<file path="src/rtl/udma_cfg_bridge.sv">
// udma_cfg_bridge: APB slave to uDMA cfg-bus bridge.
// One APB access is turned into one request on the cfg bus of the target picked
// by paddr[11:7]. A target index outside 0..N_PERIPHS-1 completes on APB with pslverr.
// The bridge holds one transaction at a time.
// Optional build macro UDMA_CFG_TIMEOUT_EN adds a watchdog. When TIMEOUT_CYCLES REQ
// cycles pass with no ready from the target, the bridge aborts the access with pslverr.
module udma_cfg_bridge #(
  parameter int N_PERIPHS      = 8,
  parameter int TIMEOUT_CYCLES = 15
) (
  input  logic                        clk_i,
  input  logic                        rstn_i,
  input  logic [11:0]                 apb_paddr_i,
  input  logic [31:0]                 apb_pwdata_i,
  input  logic                        apb_pwrite_i,
  input  logic                        apb_psel_i,
  input  logic                        apb_penable_i,
  output logic [31:0]                 apb_prdata_o,
  output logic                        apb_pready_o,
  output logic                        apb_pslverr_o,
  output logic [31:0]                 cfg_data_o,
  output logic [4:0]                  cfg_addr_o,
  output logic                        cfg_rwn_o,
  output logic [N_PERIPHS-1:0]        cfg_valid_o,
  input  logic [N_PERIPHS-1:0][31:0]  cfg_data_i,
  input  logic [N_PERIPHS-1:0]        cfg_ready_i
);

  typedef enum logic [1:0] {S_IDLE, S_REQ, S_DONE, S_ERR} state_e;

  state_e      state_q, state_d;
  logic [4:0]  idx_q;
  logic [4:0]  reg_q;
  logic [31:0] wdata_q;
  logic        rwn_q;
  logic [31:0] rdata_q;

  logic        setup;
  logic        bad_idx;
  logic        access;
  logic        sel_ready;
  logic [31:0] sel_data;
  logic        tmo_hit;

  // paddr[1:0] is ignored: cfg registers are word addressed
  logic unused_paddr;
  assign unused_paddr = ^apb_paddr_i[1:0];

  assign setup   = apb_psel_i & ~apb_penable_i;
  assign access  = apb_psel_i &  apb_penable_i;
  // The compare is widened to 6 bits so that N_PERIPHS=32 also works
  assign bad_idx = {1'b0, apb_paddr_i[11:7]} >= 6'(N_PERIPHS);

  // Select the ready bit and read data of the latched target. A match happens only for legal indices.
  always_comb begin
    sel_ready = 1'b0;
    sel_data  = '0;
    for (int i = 0; i < N_PERIPHS; i++) begin
      if (idx_q == 5'(i)) begin
        sel_ready = cfg_ready_i[i];
        sel_data  = cfg_data_i[i];
      end
    end
  end

`ifdef UDMA_CFG_TIMEOUT_EN
  localparam int CW = (TIMEOUT_CYCLES < 2) ? 1 : $clog2(TIMEOUT_CYCLES + 1);
  logic [CW-1:0] tmo_q;

  // Count REQ cycles. The counter stays at 0 outside REQ, so each access starts from 0.
  always_ff @(posedge clk_i or negedge rstn_i) begin
    if (!rstn_i)               tmo_q <= '0;
    else if (state_q != S_REQ) tmo_q <= '0;
    else                       tmo_q <= tmo_q + 1'b1;
  end

  // This is true in the REQ cycle that is number TIMEOUT_CYCLES. Ready in the same cycle still wins.
  assign tmo_hit = (tmo_q == CW'(TIMEOUT_CYCLES - 1));
`else
  logic unused_timeout;
  assign unused_timeout = (TIMEOUT_CYCLES == 0);
  assign tmo_hit        = 1'b0;
`endif

  // FSM state register. Reset is asynchronous, so a request that is in flight is dropped at once.
  always_ff @(posedge clk_i or negedge rstn_i) begin
    if (!rstn_i) state_q <= S_IDLE;
    else         state_q <= state_d;
  end

  // Next-state logic
  always_comb begin
    state_d = state_q;
    unique case (state_q)
      S_IDLE: if (setup) state_d = bad_idx ? S_ERR : S_REQ;
      S_REQ: begin
        if (sel_ready)    state_d = S_DONE;
        else if (tmo_hit) state_d = S_ERR;
      end
      // The result is delivered in one access cycle, or dropped if psel was released
      S_DONE:  state_d = S_IDLE;
      S_ERR:   state_d = S_IDLE;
      default: state_d = S_IDLE;
    endcase
  end

  // Latch the request fields in the setup phase. These registers drive the cfg bus.
  always_ff @(posedge clk_i or negedge rstn_i) begin
    if (!rstn_i) begin
      idx_q   <= '0;
      reg_q   <= '0;
      wdata_q <= '0;
      rwn_q   <= 1'b0;
    end else if (state_q == S_IDLE && setup) begin
      idx_q   <= apb_paddr_i[11:7];
      reg_q   <= apb_paddr_i[6:2];
      wdata_q <= apb_pwdata_i;
      rwn_q   <= ~apb_pwrite_i;
    end
  end

  // Capture target data on the ready cycle. A write stores 0, so old read data never returns.
  always_ff @(posedge clk_i or negedge rstn_i) begin
    if (!rstn_i)                         rdata_q <= '0;
    else if (state_q == S_REQ && sel_ready) rdata_q <= rwn_q ? sel_data : 32'h0;
  end

  // One-hot strobe. It is high only in REQ, so it drops on the same edge that sees ready or timeout.
  always_comb begin
    cfg_valid_o = '0;
    for (int i = 0; i < N_PERIPHS; i++)
      cfg_valid_o[i] = (state_q == S_REQ) && (idx_q == 5'(i));
  end

  assign cfg_addr_o = reg_q;
  assign cfg_data_o = wdata_q;
  assign cfg_rwn_o  = rwn_q;

  // APB completion. It is driven only during an access cycle in DONE or ERR. prdata is 0 except on a good completion.
  always_comb begin
    apb_pready_o  = 1'b0;
    apb_pslverr_o = 1'b0;
    apb_prdata_o  = '0;
    if (access && state_q == S_DONE) begin
      apb_pready_o = 1'b1;
      apb_prdata_o = rdata_q;
    end else if (access && state_q == S_ERR) begin
      apb_pready_o  = 1'b1;
      apb_pslverr_o = 1'b1;
    end
  end

endmodule
</file>
<file path="config.mk">
export PLATFORM = sky130hd
export DESIGN_NAME = udma_cfg_bridge
export DESIGN_NICKNAME = d
export VERILOG_FILES = /design/src/rtl/udma_cfg_bridge.sv
export SDC_FILE = /design/constraint.sdc
export NUM_CORES = 1
export LEC_CHECK = 0
export CAP_MARGIN = 20
export CORE_AREA = 3 3 153 155
export CTS_CLUSTER_SIZE = 20
export DETAILED_ROUTE_END_ITERATION = 6
export DIE_AREA = 0 0 156 158
export SETUP_SLACK_MARGIN = 0.05
export SLEW_MARGIN = 20
export SYNTH_ARGS = -nofsm -noshare
export SYNTH_HDL_FRONTEND = slang
export SYNTH_SLANG_ARGS = --single-unit
export TNS_END_PERCENT = 20
</file>
<file path="constraint.sdc">
create_clock -name clk_i -period 5.07 [get_ports clk_i]
set_clock_uncertainty 0.2 [all_clocks]
set_input_delay 0.7605 -clock clk_i [delete_from_list [all_inputs] [get_ports clk_i]]
set_output_delay 0.7605 -clock clk_i [all_outputs]
set_load 0.03 [all_outputs]
</file>
==> results of run 1 <==
[area by class of cell]
class,count,area (um^2)
antenna,1,2.502
sequential,77,1931
clock buffer,9,225.2
clock inverter,7,80.08
inverter,1,3.754
tap,280,350.3
multi-input combinational,484,3473
timing repair buffer,412,4066
fill,2194,11830
[registers in the layout, summed over array words and instances, names as in the netlist]
| name | flops |
|---|---|
| rdata_q | 32 |
| cfg_data_o | 32 |
| cfg_rwn_o | 1 |
| cfg_addr_o | 5 |
| idx_q | 5 |
| state_q | 2 |
[power groups by stage]
stage          Combinational, uW  Sequential, uW  Clock (uW)
2_1_floorplan               1710            1290           0
3_3_place_gp                3100            1120           0
3_5_place_dp                3120            1130           0
4_1_cts                     3130            1120         714
5_1_grt                     3350            1160         740
6_report                    3110            1120         695
[critical path, cell delays in order]
cell and delay, ns:
sky130_fd_sc_hd__clkdlybuf4s50_1 0.50, sky130_fd_sc_hd__and3_1 0.19, sky130_fd_sc_hd__nor2b_2 0.16, sky130_fd_sc_hd__buf_4 0.24
sky130_fd_sc_hd__and2_1 0.19, sky130_fd_sc_hd__clkdlybuf4s50_1 0.68
[metrics by stage]
stage	instance area [um^2]	hold WS, ns
finish	10130	0.2120
global route	10130	0.2639
CTS	10130	0.2366
detailed placement	9824	0.2741
global placement	9824	0.2680
floorplan	5700	0.2577
[per-layer routing]
layer	GRT usage [%]	up-vias
li1	-	3123
met1	27.35	3253
met2	41.98	338
met3	5.057	41
met4	7.611	0
met5	0	-
[cell families (layout without fill, tap and decap cells)]
logic type	after synthesis	count (layout)
compound gates	269	269
buf+inv	75	429
flops	77	77
mux	41	41
other cells	0	1
simple gates	174	174
[worst paths after layout]
check / from / end / depth (start not counted)
setup reg to reg: idx_q[2] / rdata_q[18] / 6
min in group clk_i: rdata_q[27] / rdata_q[27] / 1
hold / removal: rstn_i / cfg_addr_o[0] / 1
max in group asynchronous: rstn_i / cfg_data_o[4] / 2
setup / recovery: apb_penable_i / apb_prdata_o[5] / 6
hold reg to reg: rdata_q[27] / rdata_q[27] / 1
[layout by cell type (no fill, tap or decap), types with 8 or more instances in the layout]
cell type,synthesis,final
sky130_fd_sc_hd__a21o_1,33,33
sky130_fd_sc_hd__a21oi_1,98,98
sky130_fd_sc_hd__a32o_1,34,34
sky130_fd_sc_hd__and2_1,33,33
sky130_fd_sc_hd__buf_4,0,23
sky130_fd_sc_hd__clkbuf_16,0,9
sky130_fd_sc_hd__clkdlybuf4s50_1,0,389
sky130_fd_sc_hd__dfrtp_1,77,74
sky130_fd_sc_hd__mux2_2,41,41
sky130_fd_sc_hd__nand2_1,8,8
sky130_fd_sc_hd__nor2_1,105,104
sky130_fd_sc_hd__o211ai_2,30,30
sky130_fd_sc_hd__o221ai_1,57,57
==> metrics.txt, run 1 <==
Final nets 1298; Residual DRC 0; Synth Register Bits 77; number of instances in the synthesized netlist 636; part of the total power dissipated in the clock network 14.1%; achievable frequency 270.6 MHz; dpl ws 1.376 ns; top cells by area in the synthesized netlist sky130_fd_sc_hd__dfrtp_1 (34%), sky130_fd_sc_hd__o221ai_1 (8.8%), sky130_fd_sc_hd__a21oi_1 (8.6%); Synth top area share 33.80%; DIE AREA 0.02465 mm^2; total length of routed met3 wires 2.416 mm; minimum period implied by the final worst setup slack 3.696 ns; Post-CTS Hold Buffers 0; Mapped Avg Cell Area 8.963 um^2; largest net degree at the start of global routing 48; I/O pin total 393; height of the die 158 um; maximum clock insertion buffer count 2; post-route antenna net violation count 0; dominant combinational cell family by area after synthesis compound AO/OA/AOI/OAI gates; final hold vios 0; sequential cell fraction of total power 22.7%; post_cts resized 0; Synth async-reset ratio 100.0%; clock network latency to the later pin of the worst-skew pair 0.35 ns; number of antenna violations at the first check in global routing 1; share of total power in combinational logic 63.2%; switching power share of the total 47.75%; share of layout cells above drive strength 1 13.33%; routed wire length 29.81 mm; number of search-and-repair iterations in the first detailed-routing pass 5; outcome finished clean; most used flip-flop cell after synthesis sky130_fd_sc_hd__dfrtp_1; Placed Cells 1254; Req. time, crit path 4.11 ns; area fraction in compound gates after synthesis 37.36%; final count of pins violating max slew 0; slack of the worst reg-to-reg path 1.61 ns; total power divided by cell area 485.3 mW/mm^2; Non-Filler Instances 1271; clock slew at the register clock pins of the worst setup and hold paths 0.07 ns; H-tree level count 3; M1 wire length 11.29 mm; critical path start-end classification in -> out; worst slew pin tran 1.027 ns; Int Pwr 2569 uW; number of buffers created by CTS 9; Die X-Extent 156 um; area of the core 0.02196 mm^2; post-synthesis cell area 0.005700 mm^2; number of DRC markers after the initial detailed-route iteration 402; library cell occupying the most area in the post-synthesis netlist sky130_fd_sc_hd__dfrtp_1; Worst slew margin 31.56%; Synth Area in Simple Gates 14.62%; routability cong. 0.8599; final-report setup violation count 0; cell at the root of the clock tree sky130_fd_sc_hd__clkbuf_16; number of rows created at floorplan 54; fraction of the mapped netlist area in adder cells 0%; share of the synthesized netlist area taken by xor and xnor gates 0%; total number of yosys warnings 0; count of input and output buffers 390; Initial Util 25.96%; RSZ-0062 raised after global routing false; share of the yosys chip area belonging to registers 33.80%; TritonCTS clock tree built; routed length on met2 15.35 mm; uppermost routed layer met4; Startpoint Class input pin; number of enable flip-flop cells after synthesis 0; final worst slack 1.374 ns; Arrival @ worst endpoint 2.74 ns; power dissipated by switching net loads 2348 uW; overflow left after global routing 0; setup fix buffers added after clock tree synthesis 0; max-capacitance violation count 0; number of distinct library cells after synthesis 43; sort of element at the end of the critical path output pin; Tightest Hold Check Type in -> async; average routed wire per standard cell 23.45 um; largest vdd supply drop 215.7 uV; net count of the mapped netlist 949; top post-synthesis cells by count sky130_fd_sc_hd__nor2_1 (105), sky130_fd_sc_hd__a21oi_1 (98), sky130_fd_sc_hd__dfrtp_1 (77); share of the clock period used by the worst path 72.89%; total negative setup slack 0 ns; Post-DP HPWL 22.20 mm; post-layout utilization of the core 46.14%; total power 4917 uW; Via-to-Cell Ratio 5.315; total via count after detailed routing 6755; growth of design area from synthesis to finish 77.74%; first-pass GRT wire length 43.41 mm; multiplexer share of the synthesized area 8.099%; vias in the first global route 6948; sink count of the clock tree 77; CP Max Fanout 19; most frequent cell after synthesis sky130_fd_sc_hd__nor2_1; overall global routing resource usage 23.23%; leakage power summed over all cells 0.004045 uW
Power figures use the tool's default switching activity.
==> run 2, diff against run 1 <==
--- a/config.mk
+++ b/config.mk
@@ -6,10 +6,10 @@
 export NUM_CORES = 1
 export LEC_CHECK = 0
 export CAP_MARGIN = 20
-export CORE_AREA = 3 3 153 155
+export CORE_AREA = 3 3 152 154
 export CTS_CLUSTER_SIZE = 20
 export DETAILED_ROUTE_END_ITERATION = 6
-export DIE_AREA = 0 0 156 158
+export DIE_AREA = 0 0 155 157
 export SETUP_SLACK_MARGIN = 0.05
 export SLEW_MARGIN = 20
 export SYNTH_ARGS = -nofsm -noshare
==> constraint.sdc (replaced) <==
create_clock -name clk_i -period 3.16 [get_ports clk_i]
set_clock_uncertainty 0.2 [all_clocks]
set_input_delay 0.474 -clock clk_i [delete_from_list [all_inputs] [get_ports clk_i]]
set_output_delay 0.474 -clock clk_i [all_outputs]
set_load 0.03 [all_outputs]
==> metrics.txt, run 2 (same netlist as run 1, synthesis figures left out) <==
outcome finished clean (unchanged); final non-filler cell area 0.01027 mm^2 (was 0.01013 mm^2); post-layout utilization of the core 47.08% (was 46.14%); R2R Path End rdata_q[21] (was rdata_q[18]); minimum period implied by the final worst setup slack 2.927 ns; Startpoint Class input pin (unchanged); total inserted antenna cells 0 (was 1); routed length on met2 14.82 mm (was 15.35 mm); uppermost routed layer met4 (unchanged); number of cells on the worst reg-to-reg path 7 (was 6); sink count of the clock tree 77 (unchanged); post_cts resized 0 (unchanged); area occupied by multi-input gates 0.003480 mm^2 (was 0.003473 mm^2); number of buffers created by CTS 9 (unchanged); area used by sequential logic in the layout 0.001931 mm^2 (unchanged); commonest cells after routing, fill and taps aside sky130_fd_sc_hd__clkdlybuf4s50_1 (361), sky130_fd_sc_hd__nor2_1 (104), sky130_fd_sc_hd__a21oi_1 (98) (was sky130_fd_sc_hd__clkdlybuf4s50_1 (389), sky130_fd_sc_hd__nor2_1 (104), sky130_fd_sc_hd__a21oi_1 (98)); leakage power summed over all cells 0.004181 uW (was 0.004045 uW); CP Max Fanout 7 (was 19); clock network latency to the later pin of the worst-skew pair 0.34 ns (was 0.35 ns); routed wire length 29.54 mm (was 29.81 mm); slack of the worst reg-to-reg path 0.28 ns (was 1.61 ns); setup fix buffers added after clock tree synthesis 0 (unchanged); total power 7906 uW (was 4917 uW); Residual DRC 0 (unchanged); largest vdd supply drop 455.3 uV (was 215.7 uV); critical path start-end classification in -> out (unchanged); share of the clock period used by the worst path 92.61%; Via-to-Cell Ratio 5.305 (was 5.315); H-tree level count 3 (unchanged); vias in the first global route 6938 (was 6948); Placed Area 0.009973 mm^2 (was 0.009824 mm^2); growth of design area from synthesis to finish 80.22% (was 77.74%); startpoint of the most critical setup path apb_penable_i (unchanged); count of input and output buffers 390 (unchanged); final hold vios 0 (unchanged); number of rows created at floorplan 54 (unchanged); area of the core 0.02182 mm^2 (was 0.02196 mm^2); M1 wire length 11.58 mm (was 11.29 mm); Worst slew margin 52.00% (was 31.56%); routability cong. 0.8225 (was 0.8599); filler instances 2131 (was 2194); height of the die 157 um (was 158 um); number of search-and-repair iterations in the first detailed-routing pass 5 (unchanged); final-report setup violation count 0 (unchanged); max-capacitance violation count 0 (unchanged); post-route antenna net violation count 0 (unchanged); Arrival @ worst endpoint 2.25 ns (was 2.74 ns); first-pass GRT wire length 42.86 mm (was 43.41 mm); Final nets 1309 (was 1298); overall global routing resource usage 23.06% (was 23.23%); total negative setup slack 0 ns (unchanged); Die X-Extent 155 um (was 156 um); largest net degree at the start of global routing 49 (was 48); DIE AREA 0.02434 mm^2 (was 0.02465 mm^2); Req. time, crit path 2.49 ns (was 4.11 ns); number of antenna violations at the first check in global routing 0 (was 1); maximum clock insertion buffer count 2 (unchanged); Post-DP HPWL 22.31 mm (was 22.20 mm); most frequent standard cell in the layout excluding fill and tap cells sky130_fd_sc_hd__clkdlybuf4s50_1 (unchanged); Worst R2R Start idx_q[1] (was idx_q[2]); Initial Util 26.12% (was 25.96%); share of layout cells above drive strength 1 17.28% (was 13.33%); number of DRC markers after the initial detailed-route iteration 441 (was 402); total power divided by cell area 769.6 mW/mm^2 (was 485.3 mW/mm^2); cell at the root of the clock tree sky130_fd_sc_hd__clkbuf_16 (unchanged); worst slew pin tran 0.7201 ns (was 1.027 ns); sort of element at the end of the critical path output pin (unchanged); clock slew at the register clock pins of the worst setup and hold paths 0.07 ns (about the same); worst setup path end apb_prdata_o[28] (was apb_prdata_o[5]); TritonCTS clock tree built (unchanged); average routed wire per standard cell 23.06 um (was 23.45 um); Tightest Hold Check Type reg -> reg (was in -> async); total via count after detailed routing 6796 (was 6755); final count of pins violating max slew 0 (unchanged); hold slack 0.2858 ns (was 0.2120 ns); RSZ-0062 raised after global routing false (unchanged); Post-CTS Hold Buffers 1 (was 0); overflow left after global routing 0 (unchanged); achievable frequency 341.7 MHz; total length of routed met3 wires 2.499 mm (was 2.416 mm); I/O pin total 393 (unchanged)
==> run 2: cell count changes in the layout (fill, tap and decap cells not counted), moves of 2 or more <==
cell	before	now
sky130_fd_sc_hd__buf_4	23	50
sky130_fd_sc_hd__buf_12	0	11
sky130_fd_sc_hd__clkinv_4	0	2
sky130_fd_sc_hd__clkdlybuf4s50_1	389	361
==> run 2: power breakdown <==
| part | switching, uW | internal (uW) |
|---|---|---|
| Sequential | 307 | 1390 |
| Clock | 475 | 552 |
| Combinational | 2990 | 2200 |
| Total | 3770 | 4140 |
==> run 2: per-stage QoR <==
stage	worst slack [ns]	std cells
after floorplan	0.6092	636
after global placement	0.2654	1264
after detailed placement	0.2580	1264
after CTS	0.2186	1281
after global routing	0.06817	1281
final	0.2334	1281
==> run 2: routing by layer <==
| metal | vias to the layer above | global-route usage, % |
|---|---|---|
| li1 | 3163 | - |
| met1 | 3274 | 27.55 |
| met2 | 326 | 41.04 |
| met3 | 33 | 6.379 |
| met4 | 0 | 5.845 |
| met5 | - | 0 |
==> run 2: worst min path at each step <==
stage,slack (ns),start,endpoint,depth (start not counted)
finish,0.29,rdata_q[6],rdata_q[6],1
global route,0.31,rdata_q[6],rdata_q[6],1
CTS,0.29,rdata_q[12],rdata_q[12],1
detailed placement,0.27,rdata_q[12],rdata_q[12],1
global placement,0.27,rdata_q[6],rdata_q[6],1
floorplan,-0.02,rstn_i,cfg_addr_o[0],0
==> run 2: worst max-delay path: stages <==
cell                              delay (ns)
sky130_fd_sc_hd__clkdlybuf4s50_1        0.49
sky130_fd_sc_hd__and3_1                 0.19
sky130_fd_sc_hd__nor2b_2                0.26
sky130_fd_sc_hd__and2_1                 0.17
sky130_fd_sc_hd__clkdlybuf4s50_1        0.67
==> run 2: layout make-up <==
cell class                      instances  area share (%)
Sequential cell                        77           18.79
Timing Repair Buffer                  423           41.07
Clock inverter                          7          0.6333
Tap cell                              280           3.410
Multi-Input combinational cell        484           33.87
Inverter                                1         0.03654
Clock buffer                            9           2.192
==> run 3, diff against run 2 <==
--- a/config.mk
+++ b/config.mk
@@ -5,9 +5,10 @@
 export SDC_FILE = /design/constraint.sdc
 export NUM_CORES = 1
 export LEC_CHECK = 0
+export ABC_CLOCK_PERIOD_IN_PS = 3160
 export CAP_MARGIN = 20
 export CORE_AREA = 3 3 152 154
-export CTS_CLUSTER_SIZE = 20
+export CTS_CLUSTER_SIZE = 28
 export DETAILED_ROUTE_END_ITERATION = 6
 export DIE_AREA = 0 0 155 157
 export SETUP_SLACK_MARGIN = 0.05
==> results of run 3 <==
Final layout, timing and power as in run 2 (identical DEF).
